## src/rtl/number_entry_pkg.sv

```systemverilog
// Shared sizing and state encoding for the byte-serial number entry block.
package number_entry_pkg;

    localparam int BYTES_DEFAULT = 32;
    localparam int BYTE_W        = 8;
    localparam int INDEX_W       = 6;

    // FULL is encoded as 1 so the state bit itself drives the loaded output.
    typedef enum logic {
        FILLING = 1'b0,
        FULL    = 1'b1
    } fill_state_t;

endpackage

```

## src/rtl/hex2digit_hex.sv

```systemverilog
// Hex nibble to 7-segment pattern (bit 0 = segment a ... bit 6 = segment g).
module hex2digit_hex #(
    parameter bit INVERT = 1'b1
) (
    input  logic [3:0] hex,
    output logic [6:0] seg
);

    logic [6:0] raw;

    always_comb begin
        raw = 7'h00;
        case (hex)
            4'h0: raw = 7'h3F;
            4'h1: raw = 7'h06;
            4'h2: raw = 7'h5B;
            4'h3: raw = 7'h4F;
            4'h4: raw = 7'h66;
            4'h5: raw = 7'h6D;
            4'h6: raw = 7'h7D;
            4'h7: raw = 7'h07;
            4'h8: raw = 7'h7F;
            4'h9: raw = 7'h6F;
            4'hA: raw = 7'h77;
            4'hB: raw = 7'h7C;
            4'hC: raw = 7'h39;
            4'hD: raw = 7'h5E;
            4'hE: raw = 7'h79;
            4'hF: raw = 7'h71;
            default: raw = 7'h00;
        endcase
    end

    // Common-anode displays want segments active-low.
    assign seg = INVERT ? ~raw : raw;

endmodule

```

## src/rtl/number_entry.sv

```systemverilog
// Byte-serial manual writer for the wide number register: switches plus a write
// button fill the register LSB-first; a clear button empties it.
module number_entry
    import number_entry_pkg::*;
#(
    parameter int BYTES  = BYTES_DEFAULT,
    parameter bit INVERT = 1'b1
) (
    input  logic                      clk,
    input  logic                      reset,
    input  logic [BYTE_W-1:0]         sw,
    input  logic                      btn_flg_wr,
    input  logic                      btn_flg_clr,
    output logic [BYTE_W*BYTES-1:0]   number,
    output logic [INDEX_W-1:0]        index,
    output logic                      loaded,
    output logic                      done,
    output logic [BYTE_W-1:0]         leds,
    output logic [13:0]               digs
);

    fill_state_t              state_q, state_d;
    logic [INDEX_W-1:0]       index_q, index_d;
    logic                     done_q, done_d;
    logic [BYTE_W-1:0]        leds_q;
    logic [BYTE_W*BYTES-1:0]  number_q;
    logic [BYTES-1:0]         slot_en;
    logic                     wr_ok;

    assign wr_ok = btn_flg_wr & (state_q == FILLING) & ~btn_flg_clr;

    for (genvar i = 0; i < BYTES; i++) begin : g_slot
        assign slot_en[i] = (index_q == INDEX_W'(i)) & btn_flg_wr & ~state_q & ~btn_flg_clr;
    end

    always_comb begin
        state_d = state_q;
        index_d = index_q;
        done_d  = 1'b0;
        if (btn_flg_clr) begin
            state_d = FILLING;
            index_d = '0;
        end else if (wr_ok) begin
            index_d = index_q + INDEX_W'(1);
            if (index_q == INDEX_W'(BYTES - 1)) begin
                state_d = FULL;
                done_d  = 1'b1;
            end
        end
    end

    // Clear takes priority over a coincident write, so the byte is dropped.
    always_ff @(posedge clk) begin
        if (reset) begin
            state_q  <= FILLING;
            index_q  <= '0;
            done_q   <= 1'b0;
            leds_q   <= '0;
            number_q <= '0;
        end else begin
            state_q <= state_d;
            index_q <= index_d;
            done_q  <= done_d;
            if (btn_flg_clr) begin
                leds_q   <= '0;
                number_q <= '0;
            end else begin
                if (wr_ok) begin
                    leds_q <= sw;
                end
                for (int i = 0; i < BYTES; i++) begin
                    if (slot_en[i]) begin
                        number_q[BYTE_W*i +: BYTE_W] <= sw;
                    end
                end
            end
        end
    end

    assign number = number_q;
    assign index  = index_q;
    assign loaded = state_q;
    assign done   = done_q;
    assign leds   = leds_q;

    hex2digit_hex #(.INVERT(INVERT)) u_dig_hi (
        .hex ({2'b00, index_q[5:4]}),
        .seg (digs[13:7])
    );

    hex2digit_hex #(.INVERT(INVERT)) u_dig_lo (
        .hex (index_q[3:0]),
        .seg (digs[6:0])
    );

endmodule
```

## config.mk

```make
export PLATFORM = sky130hd
export DESIGN_NAME = number_entry
export DESIGN_NICKNAME = d
export VERILOG_FILES = /design/src/rtl/number_entry_pkg.sv /design/src/rtl/hex2digit_hex.sv /design/src/rtl/number_entry.sv
export SDC_FILE = /design/constraint.sdc
export NUM_CORES = 1
export LEC_CHECK = 0
export ABC_AREA = 0
export CAP_MARGIN = 25
export CORE_UTILIZATION = 43
export CTS_CLUSTER_SIZE = 28
export DETAILED_ROUTE_END_ITERATION = 10
export GPL_ROUTABILITY_DRIVEN = 0
export PLACE_DENSITY = 0.76
export SLEW_MARGIN = 20
export SYNTH_ARGS = -nofsm -noshare
export SYNTH_HDL_FRONTEND = slang
export SYNTH_SLANG_ARGS = --single-unit
export TNS_END_PERCENT = 50
```

## constraint.sdc

```tcl
create_clock -name clk -period 2 [get_ports clk]
set_input_delay 0.4 -clock clk [delete_from_list [all_inputs] [get_ports clk]]
set_output_delay 0.4 -clock clk [all_outputs]
set_load 0.02 [all_outputs]
```

* Yosys cells after proc, flatten, opt, wreduce, memory -nomap -nowiden *
Memories as Yosys holds them, arrays and structs flattened. A register that Yosys moved wholly into a read port is not among the register bits.
Cells that the tools add are included.

operators by class
  add/subtract/negate cells = 1
  eq/ne operators = 31
  mux-type cells = 5
  bitwise logic cells = 103
  reductions and logical operators = 4

operator list
  cell                                            count
  AND 1 bit                                       98
  == test 6 x 5 -> 1 bit (second input constant)  16
  == test 6 x 4 -> 1 bit (second input constant)  8
  == test 6 x 3 -> 1 bit (second input constant)  4
  2-to-1 mux 4 bit                                4
  NOT 7 bit                                       2
  == test 6 x 2 -> 1 bit (second input constant)  2
  adder 6 x 1 -> 6 bit (second input constant)    1
  == test 6 x 1 -> 1 bit (second input constant)  1
  zero test 6 bit                                 1
  NOT 1 bit                                       3
  OR reduction 3 bit                              1
  AND reduction 2 bit                             1
  OR reduction 2 bit                              1
  2-to-1 mux 1 bit                                1

storage, ports and cells
  register bits = 272
  ROM bits = 224
  bits of input ports = 12
  output and inout port bits = 286
  logic and storage cells = 182
  memories kept = 2

memory list
  name             depth  width  read ports  clocked after memory_dff  write ports  RTL line             RTL
  (no name shown)  16     7      1           1                         0            hex2digit_hex.sv:13  case (hex)
  (no name shown)  16     7      1           1                         0            hex2digit_hex.sv:13

* Logic depth before layout (Yosys ltp) *
Gate-level depths: netlist of run 1.

  depth in word-level cells = 5
  mapped depth = 8
  mapped depth without buffers = 8

* Cells and area by module *
A second synthesis of run 1 with hierarchy kept.

second synthesis, totals
  cells, all modules = 1021
  area total of the unflattened synthesis = 10725.3 sq um

modules (own cells, without submodules)
  module         instances  cells each  area an instance (sq um)  sequential area each (sq um)
  number_entry   1          959         10219.8                   5445.2
  hex2digit_hex  2          31          252.7                     0.0

* Worst setup path after synthesis of run 1 *
Ideal clock, no wire load.

  kind = register to register
  from = reg index_q[0], in the netlist index[0]
  to = reg u_dig_lo.raw[0] (netlist name)
  setup time = 0.088 ns
  data arrival time = 1.904 ns
  required time = 1.912 ns
  path slack = 0.008 ns
  cell stages (with the launch flop) = 9
  path buffers = 0
  clock period less this slack = 1.992 ns
  cell sequence = dfxtp_1 inv_1 ha_1 a31oi_1 nand2b_1 inv_1 ha_1 and3_1 nor4_2

on the way
  cells in the longest elaborated chain, start to end = 3

RTL lines
  what                                              RTL line            RTL
  start, declared                                   number_entry.sv:23  logic [INDEX_W-1:0] index_q, index_d;
  start signal, assigned                            number_entry.sv:62  index_q <= index_d;
  adder 6 x 1 -> 6 bit                              number_entry.sv:44  index_d = index_q + INDEX_W'(1);
  2-to-1 mux 4 bit (no source line) * (2 in a row)  --

Mark *: on every way between the ends. The rest lies on a longest branch, timed or not.
A chain may end at the register's enable or synchronous reset.

* Worst setup path in the final report of run 1 *
  from = in btn_flg_clr
  to = reg u_dig_lo.raw[5] (netlist name)

on the way
  cells in the longest elaborated chain, start to end = 4
  elaborated cells on any way between the ends = 5
  those cells by class = mux: 2; bitwise: 2; reduce/logical: 1

RTL lines
  what                                 RTL line            RTL
  start, declared                      number_entry.sv:13  input logic btn_flg_clr,
  NOT 1 bit                            number_entry.sv:30  assign wr_ok = btn_flg_wr & (state_q == FILLING) & ~btn_flg_clr;
  AND 1 bit                            number_entry.sv:30
  2-to-1 mux 4 bit (no source line)    --
  2-to-1 mux 4 bit (no source line) *  --

Marked as above.

==> flow_summary.yaml, run 1 <==
clock_tree:
  htree_num_levels: 1
  root_buffer: "clkbuf_16"
  cts_made_buffers: 29
  clock_path_buffers: 3
  cts_tree: "built"
  clock-sinks: 284
  path_clk_slew_ps: 60
  cts_hold_buf: 0
  clk_latency_ps: 540
critical_path:
  crit_type: "primary input to flop"
  end_kind: "flop"
  cp-start-kind: "primary input"
  required_ps: 2420
  crit_start: "btn_flg_clr"
  arrival_ps: 2380
  cp_max_fo: 7
  reg2reg_from: "index[0]"
min_path:
  hold_path_class: "primary input to flop"
  hp-start: "sw[0]"
global_routing:
  antenna_found_initial: 0
  gr-total-overflow: 0
  grt_pass1_vias: 8436
  grt_pass1_wl_microns: 48000
  grt_usage_pct: 24.9
  grt_max_degree: 109
logic_synthesis:
  post-synth-top-count-cell: "dfxtp_1"
  synth_seq_cells: 284
  synth_nets: 1065
  syn_avg_cell_area_sq_um: 10.1
  syn-instance-count: 1041
  synth_area_sq_mm: 0.0105
  yosysTopAreaCell: "dfxtp_1"
  synth_edf_count: 0
  synth_cell_types: 39
  ys.flop_type: "dfxtp_1"
  synth_top_area_share_pct: 53.9
  yosysWarningCount: 0
  synth_common_cells: "dfxtp_1, nor2_1, mux2i_1"
  synthTopCellsByArea: "dfxtp_1, mux2i_1, nor2_1"
  async_flop_share_pct: 0
  synth_seq_area_share_pct: 53.9
sta:
  setup_viol: 0
  tightest_slew_ps: 534
  fmaxAchievable_mhz: 509
  rsz0062_at_grt: "yes"
  min_period_over_period_pct: 98.2
  slew_headroom_pct: 64.4
  drv_slew: 0
  hold_ws_ps: 273
  report.final.hold_viol_count: 0
  fin_skew_ps: 6.88
  period_needed_ps: 1960
power_and_ir_drop:
  clockPowerShare_pct: 47.9
  power.internal_mw: 9.16
  peakVddDrop_mv: 0.536
  combPwrFrac_pct: 3.7
  p_leak_nw: 5.58
  p_seq_share_pct: 48.4
  swShare_pct: 21.8
  switching_power_mw: 2.56
  finalPower_mw: 11.7
  power_density_mw_per_mm2: 746
run_status:
  status: "completed"
die:
  dieArea_sq_mm: 0.0252
  die_h_microns: 159
  die_w_microns: 159
  ios: 298
  num_rows: 56
  core_sq_mm: 0.0238
  start_util_pct: 44.4
finish:
  final.fill_count: 1871
  multi_input_area_sq_mm: 0.00450
  n_antenna_cell: 0
  nNetsFinal: 1398
  regArea_sq_mm: 0.00569
  syn2layout_area_growth_pct: 49.0
  drive_above_1_share_pct: 13.5
routing:
  final_antenna_net_count: 0
  first_iter_violations: 342
  routed_wirelength_microns: 31600
  wl_per_cell_microns: 18.4
  drc_errors: 0
  first_pass_iters: 4
  vias: 8461
  drt-vias-per-instance: 4.93
place:
  dp_hpwl_microns: 21000
  portBuffers: 296
run:
  cap_violations: 0
area by class of cell:
cell class | count | area share, %
clock buffer | 37 | 5.13
clock inverter | 16 | 1.20
multi-input combinational | 657 | 28.6
sequential | 284 | 36.2
timing repair buffer | 381 | 25.8
inverter | 21 | 0.502
tap | 319 | 2.54
power groups by stage:
stage	Combinational [mW]	Sequential, mW	Clock (mW)
6_report	0.437	5.67	5.62
2_1_floorplan	0.217	5.81	0
3_5_place_dp	0.436	5.80	0
4_1_cts	0.436	5.67	5.73
5_1_grt	0.462	5.67	5.97
3_3_place_gp	0.432	5.80	0
critical path, stage by stage:
cell and delay (ps):
clkdlybuf4s50_1 570, nor3b_4 320, xnor2_1 130, nor2_1 170, inv_1 140, ha_1 240, nor3_1 320, nor3_1 100
flip-flops by register name (all words and copies together) (netlist names):
| signal | cells |
|---|---|
| number | 256 |
| leds | 8 |
| u_dig_lo.raw | 7 |
| index | 6 |
| u_dig_hi.raw | 5 |
| done | 1 |
| loaded | 1 |
metrics by stage:
stage	std cells	TNS (ps)	utilization, %	area (sq um)	setup WS, ps
floorplan	1041	0	-	10500	8.46
global placement	1662	-45570	61.8	14700	-317
detailed placement	1662	-54650	61.8	14700	-430
CTS	1715	0	66.0	15700	16.3
global route	1715	-72.7	66.2	15700	-47.7
finish	1715	0	66.2	15700	35.6
cells by family (layout without fill, tap and decap cells):
family	after synthesis	count (layout)	share of synthesized area (%)
other	1	1	0.0356
buffers and inverters	100	455	3.81
and+or+nand+nor	348	348	14.5
DFF	284	284	53.9
adders and majority gates	12	12	1.42
AOI/OAI and AO/OA	40	40	1.97
muxes	252	252	24.0
xor gates and xnor gates	4	4	0.332
worst paths after layout:
kind | endpoint | slack, ps | cells past startpoint
setup / recovery | u_dig_lo.raw[5] | 40 | 8
hold / removal | number[144] | 270 | 3
setup reg to reg | u_dig_lo.raw[5] | 80 | 8
hold reg to reg | number[150] | 480 | 2
cell usage in the layout (no fill, tap or decap), types with 6 or more instances in the layout:
master             n
ha_1              12
o21ai_0           18
dfxtp_1          280
clkdlybuf4s50_1  276
nor2_4             7
nor2_2            21
nand2_1           22
buf_12            38
clkinv_2           9
buf_4             47
clkbuf_16         29
mux2i_1          250
nor2_1           258
dlymetal6s2s_1     6
dlygate4sd2_1      8
nand3_1            6
a21oi_1           19
buf_2              6
inv_1             20
per-layer routing:
| layer | global-route usage, % | share of wire [%] | wire (microns) | vias up |
|---|---|---|---|---|
| met4 | 7.97 | 2.6 | 836 | 0 |
| met3 | 7.46 | 8.0 | 2540 | 65 |
| li1 | - | - | - | 4083 |
| met2 | 41.2 | 47 | 14800 | 285 |
| met1 | 30.8 | 42 | 13400 | 4028 |
| met5 | 0 | 0 | 0 | - |
repair_timing:
| item | CTS | global route |
|---|---|---|
| endpoints found under the setup margin | 10 | 29 |
| resized for setup | 12 | 13 |
| gates cloned | 0 | 0 |
| setup buffers | 0 | 0 |
No activity file was read; power rests on OpenSTA's default activity.
==> run 2: changes to the inputs <==
--- a/config.mk
+++ b/config.mk
@@ -11,6 +11,7 @@
 export CTS_CLUSTER_SIZE = 28
 export DETAILED_ROUTE_END_ITERATION = 10
 export GPL_ROUTABILITY_DRIVEN = 0
+export GPL_TIMING_DRIVEN = 0
 export PLACE_DENSITY = 0.76
 export SLEW_MARGIN = 20
 export SYNTH_ARGS = -nofsm -noshare
==> run 2 against run 1 <==
Compared with the run above: cell count fell by 0.29%; sequential share of layout area up 1.2 points; die area did not move; flip-flop and latch count unchanged; non-clock buffer count is 4 lower; clock power decreased by 1%; critical path depth down 7; critical path type is now flop to output port; largest cell class unchanged; largest power group unchanged.
==> flow_summary.yaml, run 2 (synthesized netlist as in run 1, its figures left out) <==
place:
  dpl_cell_area_sq_mm: 0.0138
  portBuffers: 288
  dp_hpwl_microns: 22800
  dp_cells: 1648
  dpl_worst_slack_ps: -1010
clock_tree:
  clk_latency_ps: 530
  root_buffer: "clkbuf_16"
  clock_path_buffers: 3
  cts_made_buffers: 28
  clock-sinks: 284
  cts_hold_buf: 0
  htree_num_levels: 1
  cts_tree: "built"
  path_clk_slew_ps: 60
critical_path:
  cp_cell_sequence: "clkdlybuf4s50_1"
  critPathMaxStageDelay_ps: 680
  critical_path_buf_inv_count: 1
  crit_start: "number[164]"
  crit_family: "buffers and inverters"
  end_kind: "output port"
  arrival_ps: 1560
  cp_max_fo: 2
  cp-start-kind: "flop"
  cpMaxStageDelayCell: "clkdlybuf4s50_1"
  crit_type: "flop to output port"
  reg2reg_from: "index[1]"
  required_ps: 1600
finish:
  final.fill_count: 1899
  nNetsFinal: 1393
  final_cells: 1710
  syn2layout_area_growth_pct: 44.3
  n_antenna_cell: 0
  regArea_sq_mm: 0.00569
  largest_reg_flops: 256
  design_area_sq_mm: 0.0152
  multi_input_area_sq_mm: 0.00465
  layout_common_cells: "dfxtp_1, clkdlybuf4s50_1, nor2_1"
  drive_above_1_share_pct: 9.92
routing:
  drc_errors: 0
  first_pass_iters: 5
  vias: 8424
  routed_wirelength_microns: 32000
  wl_per_cell_microns: 18.7
  final_antenna_net_count: 0
  maxUsedRoutingLayer: "met4"
  wl_met3_microns: 2530
  wl_met2_microns: 15200
  first_iter_violations: 339
  drt-vias-per-instance: 4.93
  wirelength_met1_microns: 13400
die:
  num_rows: 56
  die_w_microns: 159
  ios: 298
  die_h_microns: 159
  core_sq_mm: 0.0238
  dieArea_sq_mm: 0.0252
  start_util_pct: 44.4
global_routing:
  antenna_found_initial: 0
  grt_pass1_wl_microns: 47600
  grt_max_degree: 15
  grt_usage_pct: 25.1
  grt_pass1_vias: 8088
  gr-total-overflow: 0
sta:
  setup-tns-final_ps: 0
  report.final.hold_viol_count: 0
  fin_skew_ps: 5.59
  tightest_slew_ps: 839
  drv_slew: 0
  setup_viol: 0
  rsz0062_at_grt: "yes"
  slew_headroom_pct: 44.1
  fmaxAchievable_mhz: 511
  min_period_over_period_pct: 97.9
  final.setup.worst_slack_ps: 41.4
  period_needed_ps: 1960
min_path:
  hp-start: "sw[0]"
  hold_path_class: "primary input to flop"
power_and_ir_drop:
  power_density_mw_per_mm2: 764
  finalPower_mw: 11.6
  peakVddDrop_mv: 0.589
  p_leak_nw: 5.15
run:
  cap_violations: 0
run_status:
  status: "completed"
==> run 2: cell types whose count changed in the layout (fill, tap and decap cells not counted), moves of 3 or more <==
cell | previous run | this run
dlymetal6s2s_1 | 6 | 3
buf_12 | 38 | 9
clkbuf_1 | 3 | 33
clkbuf_2 | 0 | 4
clkdlybuf4s50_1 | 276 | 280
nand3_1 | 6 | 0
nor2_2 | 21 | 2
buf_4 | 47 | 6
buf_2 | 6 | 11
clkbuf_8 | 5 | 8
buf_1 | 0 | 27
nand3_2 | 0 | 6
nor2_4 | 7 | 27
dlygate4sd2_1 | 8 | 4
==> run 2: per-layer routing <==
metal,GRT usage (%),vias up
met5,0,-
met4,7.69,0
met3,7.51,53
met2,42.3,273
met1,30.6,4013
li1,-,4085
==> run 2: power breakdown <==
group / switching [mW] / internal (mW) / total [mW]
Clock: 2.22 / 3.32 / 5.54
Sequential: 0.00766 / 5.67 / 5.67
Combinational: 0.303 / 0.103 / 0.406
Total: 2.53 / 9.09 / 11.6
==> run 2: repair_timing <==
action,CTS,global route
setup buffers,0,11
gates resized for setup,23,38
setup endpoints to repair,251,247
pin swaps,0,11
==> run 2: final timing paths <==
check / endpoint / slack, ps / cells past startpoint
setup / recovery: number[164] / 40 / 1
hold / removal: number[160] / 340 / 3
setup reg to reg: number[110] / 80 / 7
hold reg to reg: number[149] / 480 / 2
==> run 2: through the flow <==
step	util (%)	hold slack, ps
after floorplan	-	477
after global placement	58.2	461
after detailed placement	58.2	470
after CTS	62.6	335
after global routing	64.1	363
final	64.1	343
==> run 2: layout make-up <==
cell class                 instances  share of cell area (%)
multi-input combinational        657                    30.5
clock buffer                      39                    5.54
timing repair buffer             299                    20.2
tap                              319                    2.62
inverter                          21                   0.518
clock inverter                    13                   0.970
buffer                            78                    2.17
sequential                       284                    37.4
==> run 3: changes to the inputs <==
--- a/config.mk
+++ b/config.mk
@@ -6,6 +6,7 @@
 export NUM_CORES = 1
 export LEC_CHECK = 0
 export ABC_AREA = 0
+export ABC_CLOCK_PERIOD_IN_PS = 2000
 export CAP_MARGIN = 25
 export CORE_UTILIZATION = 43
 export CTS_CLUSTER_SIZE = 28
==> results of run 3 <==
No change in the layout: final DEF, timing and power equal those of run 2.
